### src/rtl/bcd_7seg_scan.sv
// Multiplexed BCD to seven-segment display scanner.
// Time-shares a single segment bus across DIGITS digit enables. New data is
// staged in a pending register and only committed at a frame boundary so a
// frame never mixes old and new digits. Leading-zero suppression and an
// optional hex decode are applied at decode time.
module bcd_7seg_scan #(
  parameter int unsigned DIGITS      = 4,
  parameter int unsigned CLK_DIV     = 1000,
  parameter bit          HEX_MODE    = 1'b0,
  parameter bit          SEG_ACT_LOW = 1'b0
) (
  input  logic                  clk,
  input  logic                  rst_n,
  input  logic                  load,
  input  logic [4*DIGITS-1:0]   digits_in,
  input  logic [DIGITS-1:0]     dp_in,
  input  logic                  blank_lz,
  output logic [6:0]            seg,
  output logic                  dp,
  output logic [DIGITS-1:0]     an,
  output logic                  pending,
  output logic                  frame_done
);

  localparam int unsigned   PW        = $clog2(CLK_DIV);
  localparam int unsigned   IW        = (DIGITS > 1) ? $clog2(DIGITS) : 1;
  localparam logic [PW-1:0] PRESC_MAX = PW'(CLK_DIV - 1);
  localparam logic [IW-1:0] IDX_MAX   = IW'(DIGITS - 1);
  localparam logic [6:0]    SEG_OFF   = SEG_ACT_LOW ? 7'h7F : 7'h00;
  localparam logic          DP_OFF    = SEG_ACT_LOW;

  typedef enum logic {
    ST_IDLE,
    ST_HELD
  } pend_state_e;

  // Scan timing
  logic [PW-1:0] presc_q, presc_d;
  logic [IW-1:0] idx_q, idx_d;
  logic          presc_tc;
  logic          idx_last;
  logic          wrap;

  // Data staging
  pend_state_e          state_q, state_d;
  logic [4*DIGITS-1:0]  pend_dig_q, pend_dig_d;
  logic [DIGITS-1:0]    pend_dp_q, pend_dp_d;
  logic [4*DIGITS-1:0]  disp_dig_q, disp_dig_d;
  logic [DIGITS-1:0]    disp_dp_q, disp_dp_d;

  // Output path
  logic [6:0]           seg_q, seg_d;
  logic                 dp_q, dp_d;
  logic [DIGITS-1:0]    an_q, an_d;
  logic                 fd_q;
  logic [6:0]           seg_raw;
  logic                 dp_raw;
  logic [3:0]           nib;
  logic                 sup;
  logic                 zero_run;
  logic [DIGITS-1:0]    zero_above;

  // Segment pattern for one code, active-high, {a,b,c,d,e,f,g}
  function automatic logic [6:0] decode_digit(input logic [3:0] code);
    logic [6:0] s;
    s = '0;
    case (code)
      4'h0: s = 7'b1111110;
      4'h1: s = 7'b0110000;
      4'h2: s = 7'b1101101;
      4'h3: s = 7'b1111001;
      4'h4: s = 7'b0110011;
      4'h5: s = 7'b1011011;
      4'h6: s = 7'b0011111;
      4'h7: s = 7'b1110000;
      4'h8: s = 7'b1111111;
      4'h9: s = 7'b1110011;
      4'hA: s = HEX_MODE ? 7'b1110111 : 7'b0000000;
      4'hB: s = HEX_MODE ? 7'b0011111 : 7'b0000000;
      4'hC: s = HEX_MODE ? 7'b1001110 : 7'b0000000;
      4'hD: s = HEX_MODE ? 7'b0111101 : 7'b0000000;
      4'hE: s = HEX_MODE ? 7'b1001111 : 7'b0000000;
      default: s = HEX_MODE ? 7'b1000111 : 7'b0000000;
    endcase
    return s;
  endfunction

  // Prescaler and digit index next-state
  always_comb begin
    presc_tc = (presc_q == PRESC_MAX);
    idx_last = (idx_q == IDX_MAX);
    wrap     = presc_tc && idx_last;
    presc_d  = presc_tc ? '0 : presc_q + PW'(1);
    idx_d    = idx_q;
    if (presc_tc) begin
      idx_d = idx_last ? '0 : idx_q + IW'(1);
    end
  end

  // Prescaler and digit index registers
  always_ff @(posedge clk or negedge rst_n) begin
    if (!rst_n) begin
      presc_q <= '0;
      idx_q   <= '0;
    end else begin
      presc_q <= presc_d;
      idx_q   <= idx_d;
    end
  end

  // Pending FSM and commit logic; a load coinciding with wrap bypasses
  // the pending register and goes straight to the display register
  always_comb begin
    state_d    = state_q;
    pend_dig_d = pend_dig_q;
    pend_dp_d  = pend_dp_q;
    disp_dig_d = disp_dig_q;
    disp_dp_d  = disp_dp_q;
    if (load) begin
      pend_dig_d = digits_in;
      pend_dp_d  = dp_in;
    end
    case (state_q)
      ST_IDLE: if (load && !wrap) state_d = ST_HELD;
      ST_HELD: if (wrap)          state_d = ST_IDLE;
      default:                    state_d = ST_IDLE;
    endcase
    if (wrap) begin
      if (load) begin
        disp_dig_d = digits_in;
        disp_dp_d  = dp_in;
      end else if (state_q == ST_HELD) begin
        disp_dig_d = pend_dig_q;
        disp_dp_d  = pend_dp_q;
      end
    end
  end

  // Pending state, staging and display registers
  always_ff @(posedge clk or negedge rst_n) begin
    if (!rst_n) begin
      state_q    <= ST_IDLE;
      pend_dig_q <= '0;
      pend_dp_q  <= '0;
      disp_dig_q <= '0;
      disp_dp_q  <= '0;
    end else begin
      state_q    <= state_d;
      pend_dig_q <= pend_dig_d;
      pend_dp_q  <= pend_dp_d;
      disp_dig_q <= disp_dig_d;
      disp_dp_q  <= disp_dp_d;
    end
  end

  // Decode is taken from next-state index/data so the registered outputs
  // line up with idx_q and frame_done lands on the digit-0 cycle
  always_comb begin
    an_d       = '0;
    nib        = '0;
    dp_raw     = 1'b0;
    sup        = 1'b0;
    zero_run   = 1'b1;
    zero_above = '0;
    for (int unsigned k = 0; k < DIGITS; k++) begin
      zero_run = zero_run && (disp_dig_d[4*(DIGITS-1-k) +: 4] == 4'h0);
      zero_above[DIGITS-1-k] = zero_run;
    end
    for (int unsigned i = 0; i < DIGITS; i++) begin
      if (idx_d == IW'(i)) begin
        an_d[i] = 1'b1;
        nib     = disp_dig_d[4*i +: 4];
        dp_raw  = disp_dp_d[i];
        sup     = blank_lz && zero_above[i] && (i != 0);
      end
    end
    seg_raw = sup ? 7'b0000000 : decode_digit(nib);
    seg_d   = SEG_ACT_LOW ? ~seg_raw : seg_raw;
    dp_d    = SEG_ACT_LOW ? ~dp_raw : dp_raw;
  end

  // Registered display outputs and frame pulse
  always_ff @(posedge clk or negedge rst_n) begin
    if (!rst_n) begin
      seg_q <= SEG_OFF;
      dp_q  <= DP_OFF;
      an_q  <= '0;
      fd_q  <= 1'b0;
    end else begin
      seg_q <= seg_d;
      dp_q  <= dp_d;
      an_q  <= an_d;
      fd_q  <= wrap;
    end
  end

  assign seg        = seg_q;
  assign dp         = dp_q;
  assign an         = an_q;
  assign pending    = (state_q == ST_HELD);
  assign frame_done = fd_q;

endmodule

### config.mk
export PLATFORM = sky130hd
export DESIGN_NAME = bcd_7seg_scan
export DESIGN_NICKNAME = d
export VERILOG_FILES = /design/src/rtl/bcd_7seg_scan.sv
export SDC_FILE = /design/constraint.sdc
export NUM_CORES = 1
export LEC_CHECK = 0
export BUFFER_PORTS_ARGS = -buffer_cell sky130_fd_sc_hd__buf_2
export CORE_ASPECT_RATIO = 1.4
export CORE_MARGIN = 2
export CORE_UTILIZATION = 58
export CTS_CLUSTER_SIZE = 12
export DETAILED_ROUTE_END_ITERATION = 7
export HOLD_SLACK_MARGIN = 0.03
export PLACE_DENSITY = 0.79
export SETUP_SLACK_MARGIN = 0.3
export SLEW_MARGIN = 20
export SYNTH_ARGS = -nofsm -noshare
export SYNTH_HDL_FRONTEND = slang
export SYNTH_SLANG_ARGS = --single-unit
### constraint.sdc
create_clock -name clk -period 3.4 [get_ports clk]
set_clock_uncertainty 0.1 [all_clocks]
set_input_delay 0.17 -clock clk [delete_from_list [all_inputs] [get_ports clk]]
set_output_delay 0.17 -clock clk [all_outputs]
set_load 0.05 [all_outputs]
==> results.md, run 1 <==
* Clk sinks at 66
* Post-synth EDFFs at 0
* R2R cell count at 10
* Synthesized area at 3210 um^2
* DRT iter0 DRCs at 155
* Maxcap violations at 0
* Clk buf depth at 2
* Share of post-route cells with drive strength above 1 at 0.282
* Total GRT Usage at 0.267
* Routed WL at 7370 um
* Hold Path Depth at 2
* Syn nets at 330
* Pwr Density at 437 nW/um^2
* Die span in y at 92.0 um
* Vias in the first global route at 2588
* Top-Level Pins at 38
* Per-cell routed wire length at 16.9 um
* Most common cell in the netlist: dfrtp_1
* Remaining routing DRC violations at 0
* Final non-filler cell total at 437
* Leakage Power at 1.84 nW
* Crit share post-route at 0.887
* Final antenna-violating net count at 0
* Number of buffers created by CTS at 9
* Worst setup SP type: flip-flop
* Hold path start: digits_in[10]
* Largest delay share family, worst path: simple AND/OR/NAND/NOR gates
* Worst r2r dst: seg[5]$_DFF_PN0_
* Grt total ovfl at 0
* CORE AREA at 5410 um^2
* Final setup margin at 0.385 ns
* Slew of the pin with the lowest slew margin at 0.585 ns
* Commonest cells post-synth: dfrtp_1 (66), nor2_1 (45), mux2_2 (20)
* Hold WS at 0.0342 ns
* N_diodes at 0
* Final setup TNS at 0 ns
* Final GP Congestion at 0.843
* Initial Utilization at 0.593
* Endpoint class of the critical path: flip-flop
* WP data arrival at 3.15 ns
* Row Count at 32
* Number of library cell types mapped by synthesis at 56
* Final Instance Area at 3980 um^2
* Initial antenna violation count at 0
* Root buffer cell: clkbuf_8
* # nets final at 394
* Via count at 2535
* Peak supply drop at 396 uV
* Syn avg cell area at 10.7 um^2
* Worst path slowest cell: or4_4
* Total die area at 6150 um^2
* IO buf count at 37
* Hold Vio Cnt, Final at 0
* Hold Crit Class: in -> reg
* Main synth FF type: dfrtp_1
* Clk_lat worst skew at 0.35 ns
* Setup CP Type: reg -> reg
* Worst-path maximum fanout at 8
* Slew Viols, Final at 0
* Largest net degree at the start of global routing at 34
* Synth Warn # at 0
* Number of setup violations in the final report at 0
* DIE WIDTH at 66.8 um
* Dpl cells at 400
* Synth area leaders: dfrtp_1 (52%), mux2_2 (7.0%), nor2_1 (5.3%)
* Hpwl dp at 4920 um
* Clock transition at the registers of the reported paths at 0.07 ns
* Unrepaired setup endpoints after global routing: true
* Area growth syn-to-layout at 24.2%
* Hold Path End: pend_dig_q[10]$_DFFE_PN0P_
* CTS tree: built
* F_max at 332 MHz
* Synth Instances at 300
* Vias per std cell at 5.80
* First-pass GRT wire length at 12200 um
* DP Worst Slack at 0.252 ns
* Area leader, netlist: dfrtp_1
* #FFs+latches synth at 66
* FF-to-FF setup slack at 0.39 ns
* R2R Path Start: presc_q[0]$_DFF_PN0_
* Placed cell areas at 3470 um^2
* Slowest stage delay, CP at 0.57 ns
* Top-area cell type share of the netlist area at 0.515
* Slew headroom at 0.607
* Worst path cell trace: ha_2, and2_2, nand4_4, inv_2, a32oi_2, nand2_1, or4_4, a2111oi_4, buf_4, o21ba_1
* Crit path buffers/inverters at 2
* CP required at 3.54 ns
* Critical path depth at 10
* Asr flop ratio synth at 1.00
* Post-synthesis sequential area ratio at 0.515
* Final worst path period need at 3.01 ns
* Initial DRT Pass Iterations at 4
* Depth of the CTS H-tree at 3
* Status: complete, no violations
-- cell usage in the layout, fill, tap and decap left out, types with 4 or more instances in the layout --
cell	n
nand3_1	7
buf_2	37
inv_1	11
mux2_2	20
o21ai_0	13
clkbuf_8	10
o31ai_1	5
a22oi_1	5
nand2_1	18
nor2_1	45
dfrtp_1	66
inv_2	4
ha_1	4
dlygate4sd3_1	19
nand4_1	4
buf_4	8
nor3_1	4
mux2i_1	10
a21oi_1	15
-- flip-flops by register name, indices dropped and copies added, names as in the netlist, 2 cells and up --
| signal | cells |
|---|---|
| disp_dp_q | 4 |
| disp_dig_q | 16 |
| seg | 7 |
| presc_q | 10 |
| idx_q | 2 |
| pend_dig_q | 16 |
| an | 4 |
| pend_dp_q | 4 |
-- worst max-delay path by stage --
stage | from | to | slack (ns)
floorplan | presc_q[0]$_DFF_PN0_ | seg[6]$_DFF_PN0_ | 0.51
global placement | presc_q[0]$_DFF_PN0_ | seg[5]$_DFF_PN0_ | 0.32
detailed placement | presc_q[0]$_DFF_PN0_ | seg[6]$_DFF_PN0_ | 0.25
CTS | presc_q[0]$_DFF_PN0_ | seg[0]$_DFF_PN0_ | 0.30
global route | presc_q[0]$_DFF_PN0_ | seg[6]$_DFF_PN0_ | 0.26
finish | presc_q[0]$_DFF_PN0_ | seg[5]$_DFF_PN0_ | 0.39
-- kinds of logic after synthesis --
logic type,after synthesis,share of synthesized area
AOI/OAI and AO/OA,66,0.149
xor gates and xnor gates,5,0.0137
adders and majority gates,6,0.0234
muxes,31,0.105
buffers and inverters,27,0.0347
and+or+nand+nor,99,0.160
DFF,66,0.515
-- through the flow --
step / total power [mW] / util
floorplan: 0.870 / -
global placement: 0.912 / 0.643
detailed placement: 0.915 / 0.643
CTS: 1.74 / 0.725
global route: 1.80 / 0.737
finish: 1.74 / 0.737
-- routing by layer --
layer  up-vias  part of all wire  global-route usage
li1       1210                 -                   -
met1      1269              0.41               0.335
met2        41              0.53               0.435
met4         0             0.023               0.134
met5         -                 0                   0
met3        15             0.031              0.0515
-- worst register-to-register path, cell delays in order, from the launching register on --
cell and delay [ns]:
dfrtp_1 0.42, ha_2 0.24, and2_2 0.26, nand4_4 0.15, inv_2 0.11, a32oi_2 0.25
nand2_1 0.13, or4_4 0.57, a2111oi_4 0.34, buf_4 0.19, o21ba_1 0.15
-- cell type report --
type,count,area (um^2)
Inverter,15,56.3
Clock buffer,10,138
Timing Repair Buffer,65,447
Multi-Input combinational cell,207,1490
Sequential cell,66,1650
Clock inverter,6,113
Fill cell,376,1420
Tap cell,68,85.1
-- what timing repair did --
item,in CTS,in global routing
pin swaps,1,2
hold buffers,19,0
setup buffers,0,2
setup endpoints to repair,7,7
endpoints found under the hold margin,45,0
gates resized for setup,3,11
-- report_power, final --
group / switching, mW / internal, mW / total (mW)
clock: 0.313 / 0.509 / 0.823
sequential: 0.00991 / 0.808 / 0.818
combinational: 0.0501 / 0.0500 / 0.100
total: 0.373 / 1.37 / 1.74
No activity file was read; power rests on OpenSTA's default activity.
==> inputs of run 2 (changes only) <==
- ABC_CLOCK_PERIOD_IN_PS: default -> 3400
- CORE_ASPECT_RATIO: 1.4 -> 1.5
- CORE_MARGIN: 2 -> default
==> run 2 against run 1 <==
Maximum frequency increased by 2.9%. Register-to-register slack better by 0.08 ns. Design area shrank 1.2%. Die area shrank 5.1%. Routed wire length fell by 1.5%. First-iteration DRC count fell by 2.6%. Power fell by 11%. Setup slack improved by 0.084 ns. Global-route usage up 1.3 points. Sequential power about the same. Critical path type unchanged. Critical endpoint unchanged. Largest cell class unchanged.
==> results.md, run 2 (synthesized netlist as in run 1, its figures left out) <==
* Vias per std cell at 5.82 (was 5.80)
* Worst-path maximum fanout at 8 (unchanged)
* Status: complete, no violations (unchanged)
* CP required at 3.53 ns (was 3.54 ns)
* First-pass GRT wire length at 12200 um (about the same)
* Worst path cell trace: ha_2, and2_2, nand4_4, inv_2, a32oi_1, nand2_1, or4_4, a2111oi_4, o21ba_1 (was ha_2, and2_2, nand4_4, inv_2, a32oi_2, nand2_1, or4_4, a2111oi_4, buf_4, o21ba_1)
* Clk sinks at 66 (unchanged)
* Commonest non-fill, non-tap cell in the layout: dfrtp_1 (unchanged)
* CORE AREA at 5250 um^2 (was 5410 um^2)
* Row Count at 32 (unchanged)
* Slew Viols, Final at 0 (unchanged)
* Root buffer cell: clkbuf_8 (unchanged)
* Largest net degree at the start of global routing at 53 (was 34)
* Peak supply drop at 262 uV (was 396 uV)
* Switch Pwr at 0.349 mW (was 0.373 mW)
* Slew headroom at 0.576 (was 0.607)
* Share of post-route cells with drive strength above 1 at 0.270 (was 0.282)
* Worst setup SP type: flip-flop (unchanged)
* Total die area at 5840 um^2 (was 6150 um^2)
* Grt total ovfl at 0 (unchanged)
* Register area at 1650 um^2 (unchanged)
* Via count at 2554 (was 2535)
* Initial antenna violation count at 0 (unchanged)
* IO buf count at 37 (unchanged)
* Vias in the first global route at 2610 (was 2588)
* Area growth syn-to-layout at 22.7% (was 24.2%)
* DRT iter0 DRCs at 151 (was 155)
* Hold Crit Class: in -> reg (unchanged)
* Pwr Density at 393 nW/um^2 (was 437 nW/um^2)
* Per-cell routed wire length at 16.5 um (was 16.9 um)
* Initial DRT Pass Iterations at 4 (unchanged)
* Clock share of power at 0.404 (was 0.473)
* Logic pwr share at 0.065 (was 0.057)
* Number of setup violations in the final report at 0 (unchanged)
* Endpoint class of the critical path: flip-flop (unchanged)
* N_diodes at 0 (unchanged)
* # nets final at 396 (was 394)
* Depth of the CTS H-tree at 3 (unchanged)
* F_max at 341 MHz (was 332 MHz)
* Leakage Power at 1.81 nW (was 1.84 nW)
* Setup CP Type: reg -> reg (unchanged)
* Crit share post-route at 0.862 (was 0.887)
* Clk_lat worst skew at 0.35 ns (about the same)
* Slowest stage delay, CP at 0.54 ns (was 0.57 ns)
* Int Pwr at 1.20 mW (was 1.37 mW)
* Hold Vio Cnt, Final at 0 (unchanged)
* Routed WL at 7260 um (was 7370 um)
* WP data arrival at 3.06 ns (was 3.15 ns)
* Total GRT Usage at 0.281 (was 0.267)
* Remaining routing DRC violations at 0 (unchanged)
* Filler cells at 363 (was 376)
* Most frequent cells in the layout: dfrtp_1 (66), nor2_1 (45), buf_2 (36) (was dfrtp_1 (66), nor2_1 (45), buf_2 (37))
* Unrepaired setup endpoints after global routing: true (unchanged)
* Seq pwr share at 0.530 (was 0.470)
* Area of the multi-input gates at 1490 um^2 (about the same)
* Maxcap violations at 0 (unchanged)
* FF-to-FF setup slack at 0.47 ns (was 0.39 ns)
* CTS tree: built (unchanged)
* Sw Share at 0.226 (was 0.214)
* Clk buf depth at 2 (unchanged)
* Final setup TNS at 0 ns (unchanged)
* Final GP Congestion at 0.878 (was 0.843)
* Initial Utilization at 0.611 (was 0.593)
* DIE WIDTH at 62.7 um (was 66.8 um)
* Clock transition at the registers of the reported paths at 0.07 ns (about the same)
* Worst path slowest cell: or4_4 (unchanged)
* Crit path buffers/inverters at 1 (was 2)
* Top flop regs: disp_dig_q x16, pend_dig_q x16, presc_q x10 (unchanged)
* Slew of the pin with the lowest slew margin at 0.635 ns (was 0.585 ns)
* Final antenna-violating net count at 0 (unchanged)
* Die span in y at 93.1 um (was 92.0 um)
* Final worst path period need at 2.93 ns (was 3.01 ns)
* Hold WS at 0.135 ns (was 0.0342 ns)
* Number of buffers created by CTS at 9 (unchanged)
* Largest delay share family, worst path: simple AND/OR/NAND/NOR gates (unchanged)
* Hpwl dp at 4880 um (was 4920 um)
* Top-Level Pins at 38 (unchanged)
-- run 2: cell count changes in the layout (fill, tap and decap cells not counted), moves of 2 or more --
cell | previous run | this run
clkbuf_1 | 0 | 2
a32oi_1 | 3 | 5
dlygate4sd3_1 | 19 | 21
clkinvlp_4 | 0 | 2
a32oi_2 | 2 | 0
bufinv_16 | 3 | 1
buf_4 | 8 | 10
-- run 2: path summary, 6_finish.rpt --
kind | start | to | depth (start not counted)
min in group asynchronous | rst_n | presc_q[6]$_DFF_PN0_ | 2
worst min register to register | presc_q[0]$_DFF_PN0_ | presc_q[0]$_DFF_PN0_ | 1
worst min-delay path | load | pend_dig_q[14]$_DFFE_PN0P_ | 3
worst max-delay path | presc_q[0]$_DFF_PN0_ | seg[5]$_DFF_PN0_ | 9
max in group asynchronous | rst_n | seg[3]$_DFF_PN0_ | 3
worst max register to register | presc_q[0]$_DFF_PN0_ | seg[5]$_DFF_PN0_ | 9
-- run 2: through the flow --
step	instances	area, um^2	util	total power [mW]	worst slack [ns]
6_report	439	3930	0.750	1.54	0.469
3_5_place_dp	401	3480	0.664	0.915	0.340
4_1_cts	438	3880	0.740	1.56	0.311
5_1_grt	439	3930	0.750	1.60	0.268
3_3_place_gp	401	3480	0.664	0.912	0.400
2_1_floorplan	300	3210	-	0.870	0.510
-- run 2: routing by layer --
metal,global-route usage,vias to the layer above,part of all wire
li1,-,1205,-
met1,0.320,1256,0.40
met2,0.486,74,0.53
met3,0.0707,19,0.036
met4,0.141,0,0.030
met5,0,-,0
-- run 2: layout make-up --
type,count,share of cell area
clock buffers,11,0.0334
well taps,68,0.0216
inverters,15,0.0143
flip-flops and latches,66,0.420
clock inverters,5,0.0140
repair buffers,67,0.118
multi-input cells,207,0.378
-- run 2: power by group through the flow --
stage / registers, mW / clock network [mW] / logic (mW)
6_report: 0.819 / 0.625 / 0.101
2_1_floorplan: 0.829 / 0 / 0.0410
5_1_grt: 0.820 / 0.672 / 0.112
3_5_place_dp: 0.833 / 0 / 0.0823
3_3_place_gp: 0.832 / 0 / 0.0798
4_1_cts: 0.818 / 0.643 / 0.101
-- run 2: what timing repair did --
| item | 4_1_cts | 5_1_grt |
|---|---|---|
| hold buffers | 21 | 0 |
| hold endpoints to repair | 75 | 0 |
| resized for setup | 1 | 11 |
| setup endpoints to repair | 1 | 7 |
| pin swaps | 0 | 2 |
| buffers inserted | 0 | 1 |
-- run 2: worst min-delay path, cell delays in order --
cell and delay [ns]:
buf_2 0.19, nand2_1 0.09, o21ai_0 0.07
